--- config.mk ---
export PLATFORM = sky130hd
export DESIGN_NAME = btn_mux_src
export DESIGN_NICKNAME = d
export VERILOG_FILES = /design/src/rtl/btn_mux_pkg.sv /design/src/rtl/btn_mux_src_debounce_pulse.sv /design/src/rtl/btn_mux_src.sv
export SDC_FILE = /design/constraint.sdc
export NUM_CORES = 1
export LEC_CHECK = 0
export CAP_MARGIN = 15
export CORE_UTILIZATION = 35
export CTS_BUF_LIST = sky130_fd_sc_hd__clkbuf_16
export DETAILED_ROUTE_END_ITERATION = 8
export MAX_ROUTING_LAYER = met4
export PLACE_DENSITY = 0.62
export SETUP_SLACK_MARGIN = 0.4
export SLEW_MARGIN = 20
export SYNTH_ARGS = -nofsm -noshare
export SYNTH_HDL_FRONTEND = slang
export SYNTH_SLANG_ARGS = --single-unit
export TNS_END_PERCENT = 10
--- constraint.sdc ---
create_clock -name clk -period 3.3 [get_ports clk]
set_clock_uncertainty 0.1 [all_clocks]
set_input_delay 0.66 -clock clk [delete_from_list [all_inputs] [get_ports clk]]
set_output_delay 0.66 -clock clk [all_outputs]
set_load 0.005 [all_outputs]
--- src/rtl/btn_mux_pkg.sv ---
// Shared types and constants for the button-driven mux source stage.
package btn_mux_pkg;

    // Default debounce window: 10 ms at a 100 MHz system clock.
    localparam int unsigned DbCyclesDefault = 1_000_000;

    // Debounce FSM states.
    typedef enum logic [1:0] {
        StIdle  = 2'b00,  // stable low
        StArmHi = 2'b01,  // low-to-high candidate, counting stable high samples
        StHigh  = 2'b10,  // stable high
        StArmLo = 2'b11   // high-to-low candidate, counting stable low samples
    } db_state_e;

endpackage

--- src/rtl/btn_mux_src_debounce_pulse.sv ---
// Synchronizes and debounces one raw push button and emits a single-cycle
// pulse for each accepted press. Releases are debounced but produce no pulse.
module debounce_pulse
    import btn_mux_pkg::*;
#(
    parameter int unsigned DB_CYCLES = DbCyclesDefault
) (
    input  logic clk_i,
    input  logic rst_i,
    input  logic btn_i,
    output logic press_o
);

    localparam int unsigned CntW = $clog2(DB_CYCLES);
    localparam logic [CntW-1:0] CntMax = CntW'(DB_CYCLES - 1);

    logic [1:0]      sync_q;
    logic            btn_s;
    db_state_e       state_q, state_d;
    logic [CntW-1:0] cnt_q, cnt_d;
    logic            press_q, press_d;

    assign btn_s = sync_q[1];

    // Two-flop synchronizer for the asynchronous button input.
    always_ff @(posedge clk_i) begin
        if (rst_i) begin
            sync_q <= 2'b00;
        end else begin
            sync_q <= {sync_q[0], btn_i};
        end
    end

    // State, counter and press-pulse registers.
    always_ff @(posedge clk_i) begin
        if (rst_i) begin
            state_q <= StIdle;
            cnt_q   <= '0;
            press_q <= 1'b0;
        end else begin
            state_q <= state_d;
            cnt_q   <= cnt_d;
            press_q <= press_d;
        end
    end

    // Next-state logic: a level change is accepted only after DB_CYCLES
    // consecutive agreeing samples in the ARM state.
    always_comb begin
        state_d = state_q;
        cnt_d   = cnt_q;
        press_d = 1'b0;
        unique case (state_q)
            StIdle: begin
                if (btn_s) begin
                    state_d = StArmHi;
                    cnt_d   = '0;
                end
            end
            StArmHi: begin
                if (!btn_s) begin
                    state_d = StIdle;
                    cnt_d   = '0;
                end else if (cnt_q == CntMax) begin
                    state_d = StHigh;
                    cnt_d   = '0;
                    press_d = 1'b1;
                end else begin
                    cnt_d = cnt_q + CntW'(1);
                end
            end
            StHigh: begin
                if (!btn_s) begin
                    state_d = StArmLo;
                    cnt_d   = '0;
                end
            end
            StArmLo: begin
                if (btn_s) begin
                    state_d = StHigh;
                    cnt_d   = '0;
                end else if (cnt_q == CntMax) begin
                    state_d = StIdle;
                    cnt_d   = '0;
                end else begin
                    cnt_d = cnt_q + CntW'(1);
                end
            end
            default: begin
                state_d = StIdle;
                cnt_d   = '0;
            end
        endcase
    end

    assign press_o = press_q;

endmodule

--- src/rtl/btn_mux_src.sv ---
// Input-capture stage for the lab-board 8-bit 2:1 mux: one debounced button
// toggles the select, the other loads the switches into the selected source.
// Every output is a flop so the mux sees glitch-free operands and select.
module btn_mux_src
    import btn_mux_pkg::*;
#(
    parameter int unsigned DB_CYCLES = DbCyclesDefault
) (
    input  logic       clk,
    input  logic       rst,
    input  logic       btn_sel,
    input  logic       btn_load,
    input  logic [7:0] sw,
    output logic [7:0] i0,
    output logic [7:0] i1,
    output logic       s,
    output logic       load_pulse
);

    logic       sel_press;
    logic       load_press;
    logic       s_q, s_d;
    logic [7:0] i0_q, i0_d;
    logic [7:0] i1_q, i1_d;
    logic       load_pulse_q, load_pulse_d;

    debounce_pulse #(
        .DB_CYCLES(DB_CYCLES)
    ) u_db_sel (
        .clk_i  (clk),
        .rst_i  (rst),
        .btn_i  (btn_sel),
        .press_o(sel_press)
    );

    debounce_pulse #(
        .DB_CYCLES(DB_CYCLES)
    ) u_db_load (
        .clk_i  (clk),
        .rst_i  (rst),
        .btn_i  (btn_load),
        .press_o(load_press)
    );

    // Next values: a load uses the current (pre-toggle) select, so a load and
    // a select press in the same cycle fill the old target while s flips.
    always_comb begin
        s_d          = s_q;
        i0_d         = i0_q;
        i1_d         = i1_q;
        load_pulse_d = load_press;
        if (sel_press) begin
            s_d = ~s_q;
        end
        if (load_press) begin
            if (s_q) begin
                i1_d = sw;
            end else begin
                i0_d = sw;
            end
        end
    end

    // Output registers; sw is quasi-static and captured directly.
    always_ff @(posedge clk) begin
        if (rst) begin
            s_q          <= 1'b0;
            i0_q         <= 8'h00;
            i1_q         <= 8'h00;
            load_pulse_q <= 1'b0;
        end else begin
            s_q          <= s_d;
            i0_q         <= i0_d;
            i1_q         <= i1_d;
            load_pulse_q <= load_pulse_d;
        end
    end

    assign s          = s_q;
    assign i0         = i0_q;
    assign i1         = i1_q;
    assign load_pulse = load_pulse_q;

endmodule

==> flow_summary.ini <==
[flow_run]
max_cap_viol_count = 0

[sta]
rsz0062_at_grt = false
post-route-min-period_ns = 2.420
maxSlewHeadroom_pct = 30.42
max_freq_ghz = 0.4132
setup_viol = 0
finalHoldViolations = 0
layout_setup_ws_ns = 0.8798
final.setup.tns_ns = 0
worstMarginPinSlew_ns = 1.036
post-route-period-util_pct = 73.34
drv_slew = 0

[die]
die_h_um = 96.52
rows = 34
ioPinCount = 30
start_util_pct = 36.03
placeableCoreArea_um2 = 8678
die_w_um = 96.52
die_area_um2 = 9315

[route]
vias = 2707
wirelength_mm = 6.966
drt-pass1-iter-count = 6
vias_per_cell = 5.414
antenna_left = 0
drc = 0
route.detailed.wl_per_inst_um = 13.93
drtIter0Drc = 107

[layout]
multiInputGateArea_um2 = 1663
fill_cells = 856
n_antenna_cell = 0
area_growth_pct = 20.33
seqCellArea_um2 = 1361
utilization_pct = 43.35
nets = 403
final_cells = 500
drive_gt1_share_pct = 6.378

[placed_design]
dp_hpwl_mm = 4.844
place.gp.congestion = 0.8071
dp.cells = 486
numPortBuffers = 29
pre_cts_ws_ns = 0.5673

[power]
power.leakage_nw = 1.371
power_density_nw_per_um2 = 452.4
power.total_mw = 1.702
vdd_drop_max_mv = 0.2654

[clock_network]
cts_max_path_buffers = 2
cts_setup_buffers = 0
cts_tree = built
ctsResizeCount = 0
clkLatencyLatePin_ns = 0.32
clock-root-buffer = clkbuf_16
clock_sinks = 68
tritoncts.num_buffers = 9
cts.reportedPaths.clkPinSlew_ns = 0.05
ctsHoldBuffers = 0
h-tree-depth = 3

[yosys]
synth_edf_count = 0
syn_nets = 377
synthAdderAreaFrac_pct = 0.8003
syn_inst = 363
synth_top_family_by_area = simple AND/OR/NAND/NOR gates
synth_cell_types = 50
avgSynthCellArea_um2 = 8.614
synthesis.area_um2 = 3127
synthArstFlopShare_pct = 0
synth_compound_area_share_pct = 16.37
synth_xor_xnor_area_share_pct = 1.961
yosys.area_share.simple_pct = 29.57
ys_seq_area_share_pct = 43.54
ys.flop_type = dfxtp_1
ys_warn_count = 0
ys_ff_latch = 68
muxShareOfSynthArea_pct = 4.482

[grt]
grt_max_degree = 29
grt_overflow = 0
antenna_found_initial = 0
grt_pass1_vias = 2477
grt_usage_pct = 16.29
grt_pass1_wl_mm = 11.45

[setup_path]
worstRegToRegCells = 7
cp.arrival_ns = 2.57
end_kind = flop
crit_type = input port to flop
critPathRequiredTime_ns = 3.45
path_max_fanout = 18
start_kind = input port

[outcome]
status = completed

[worst_hold_path]
hold_path_class = flop to flop
holdPathStages = 1
-- through the flow --
step                      hold slack [ns]  area, um2
after floorplan                    0.3138       3127
after global placement             0.3180       3513
after detailed placement           0.3395       3513
after CTS                          0.3382       3762
after global routing               0.3518       3762
final                              0.3319       3762
-- cells by family (layout without fill, tap and decap cells) --
kind of cell	count (synthesis)	count (layout)
compound gates	80	80
xor+xnor	7	7
fa+ha+maj	2	2
mux	14	14
simple gates	167	167
flops	68	68
buf+inv	25	54
-- worst paths after layout --
check,from,to,slack [ns]
worst min register to register,u_db_sel.sync_q[0],u_db_sel.sync_q[1],0.33
worst max register to register,u_db_load.cnt_q[0],u_db_load.cnt_q[19],1.00
worst min-delay path,u_db_sel.sync_q[0],u_db_sel.sync_q[1],0.33
worst max-delay path,rst,u_db_load.cnt_q[19],0.88
-- cells in the mapped netlist, drive strengths merged (7+ instances only) --
master	number	area, um2
mux2i	14	140.1
clkbuf	10	37.54
and3	10	62.56
dfxtp	68	1361
nor3	7	46.30
nand2	40	150.1
a21oi	30	150.1
buf	10	46.29
o21ai	8	40.04
nand4	13	81.33
nand3	26	130.1
nor2b	9	56.30
a31oi	20	131.4
nor2	29	108.9
-- layout make-up --
class	count	area share, %
Clock buffer	9	5.986
Tap cell	108	3.592
Inverter	5	0.4988
Multi-Input combinational cell	270	44.20
Clock inverter	5	0.6319
Timing Repair Buffer	35	8.913
Sequential cell	68	36.18
-- worst max-delay path, stage by stage --
cell and delay [ns]:
clkdlybuf4s50_1 0.62, nand3b_1 0.30, a31oi_2 0.40, buf_4 0.30
a41oi_1 0.13, a31oi_1 0.15
-- cells in the final DEF (no fill, tap or decap), types with 3 or more instances in the layout --
| cell | synthesis | final |
|---|---|---|
| dfxtp_1 | 68 | 68 |
| nand2_1 | 40 | 40 |
| a21oi_1 | 30 | 30 |
| nor2_1 | 29 | 29 |
| clkdlybuf4s50_1 | 0 | 29 |
| nand3_1 | 26 | 26 |
| a31oi_1 | 19 | 19 |
| mux2i_1 | 14 | 14 |
| nand4_1 | 13 | 13 |
| and3_1 | 10 | 10 |
| nor2b_1 | 9 | 9 |
| clkbuf_16 | 0 | 9 |
| o21ai_0 | 8 | 8 |
| inv_1 | 5 | 7 |
| nor3_1 | 6 | 6 |
| buf_4 | 0 | 6 |
| and2_1 | 5 | 5 |
| nand2b_1 | 5 | 5 |
| xor2_1 | 4 | 4 |
| a22oi_1 | 4 | 4 |
| and4_1 | 4 | 4 |
| o211ai_1 | 4 | 4 |
| xnor2_1 | 3 | 3 |
| a22o_1 | 3 | 3 |
| nor4b_1 | 3 | 3 |
| a41oi_1 | 3 | 3 |
-- state kept, by name, summed over array words and instances, names as in the netlist, named ones only --
register           flops
u_db_load.cnt_q       20
u_db_sel.cnt_q        20
i0                     8
i1                     8
u_db_load.sync_q       2
u_db_sel.sync_q        2
load_pulse             1
s                      1
u_db_load.press_o      1
u_db_load.state_q      1
u_db_sel.press_o       1
u_db_sel.state_q       1
-- metal layers --
metal | part of all wire (%) | routed length [um] | GRT usage, % | vias to the layer above
met2 | 47 | 3276 | 25.59 | 34
li1 | - | - | - | 1381
met1 | 49 | 3443 | 19.58 | 1288
met5 | 0 | 0 | - | -
met3 | 2.9 | 199 | 5.869 | 4
met4 | 0.66 | 46 | 4.779 | 0
-- power by group --
group / internal (mW) / switching, mW / leakage, nW / total (mW)
registers: 0.826 / 0.00461 / 0.549 / 0.831
logic: 0.0248 / 0.0336 / 0.695 / 0.0584
clock network: 0.489 / 0.324 / 0.127 / 0.813
total: 1.34 / 0.362 / 1.37 / 1.70
Note: power is estimated with default switching activity, not from simulation.
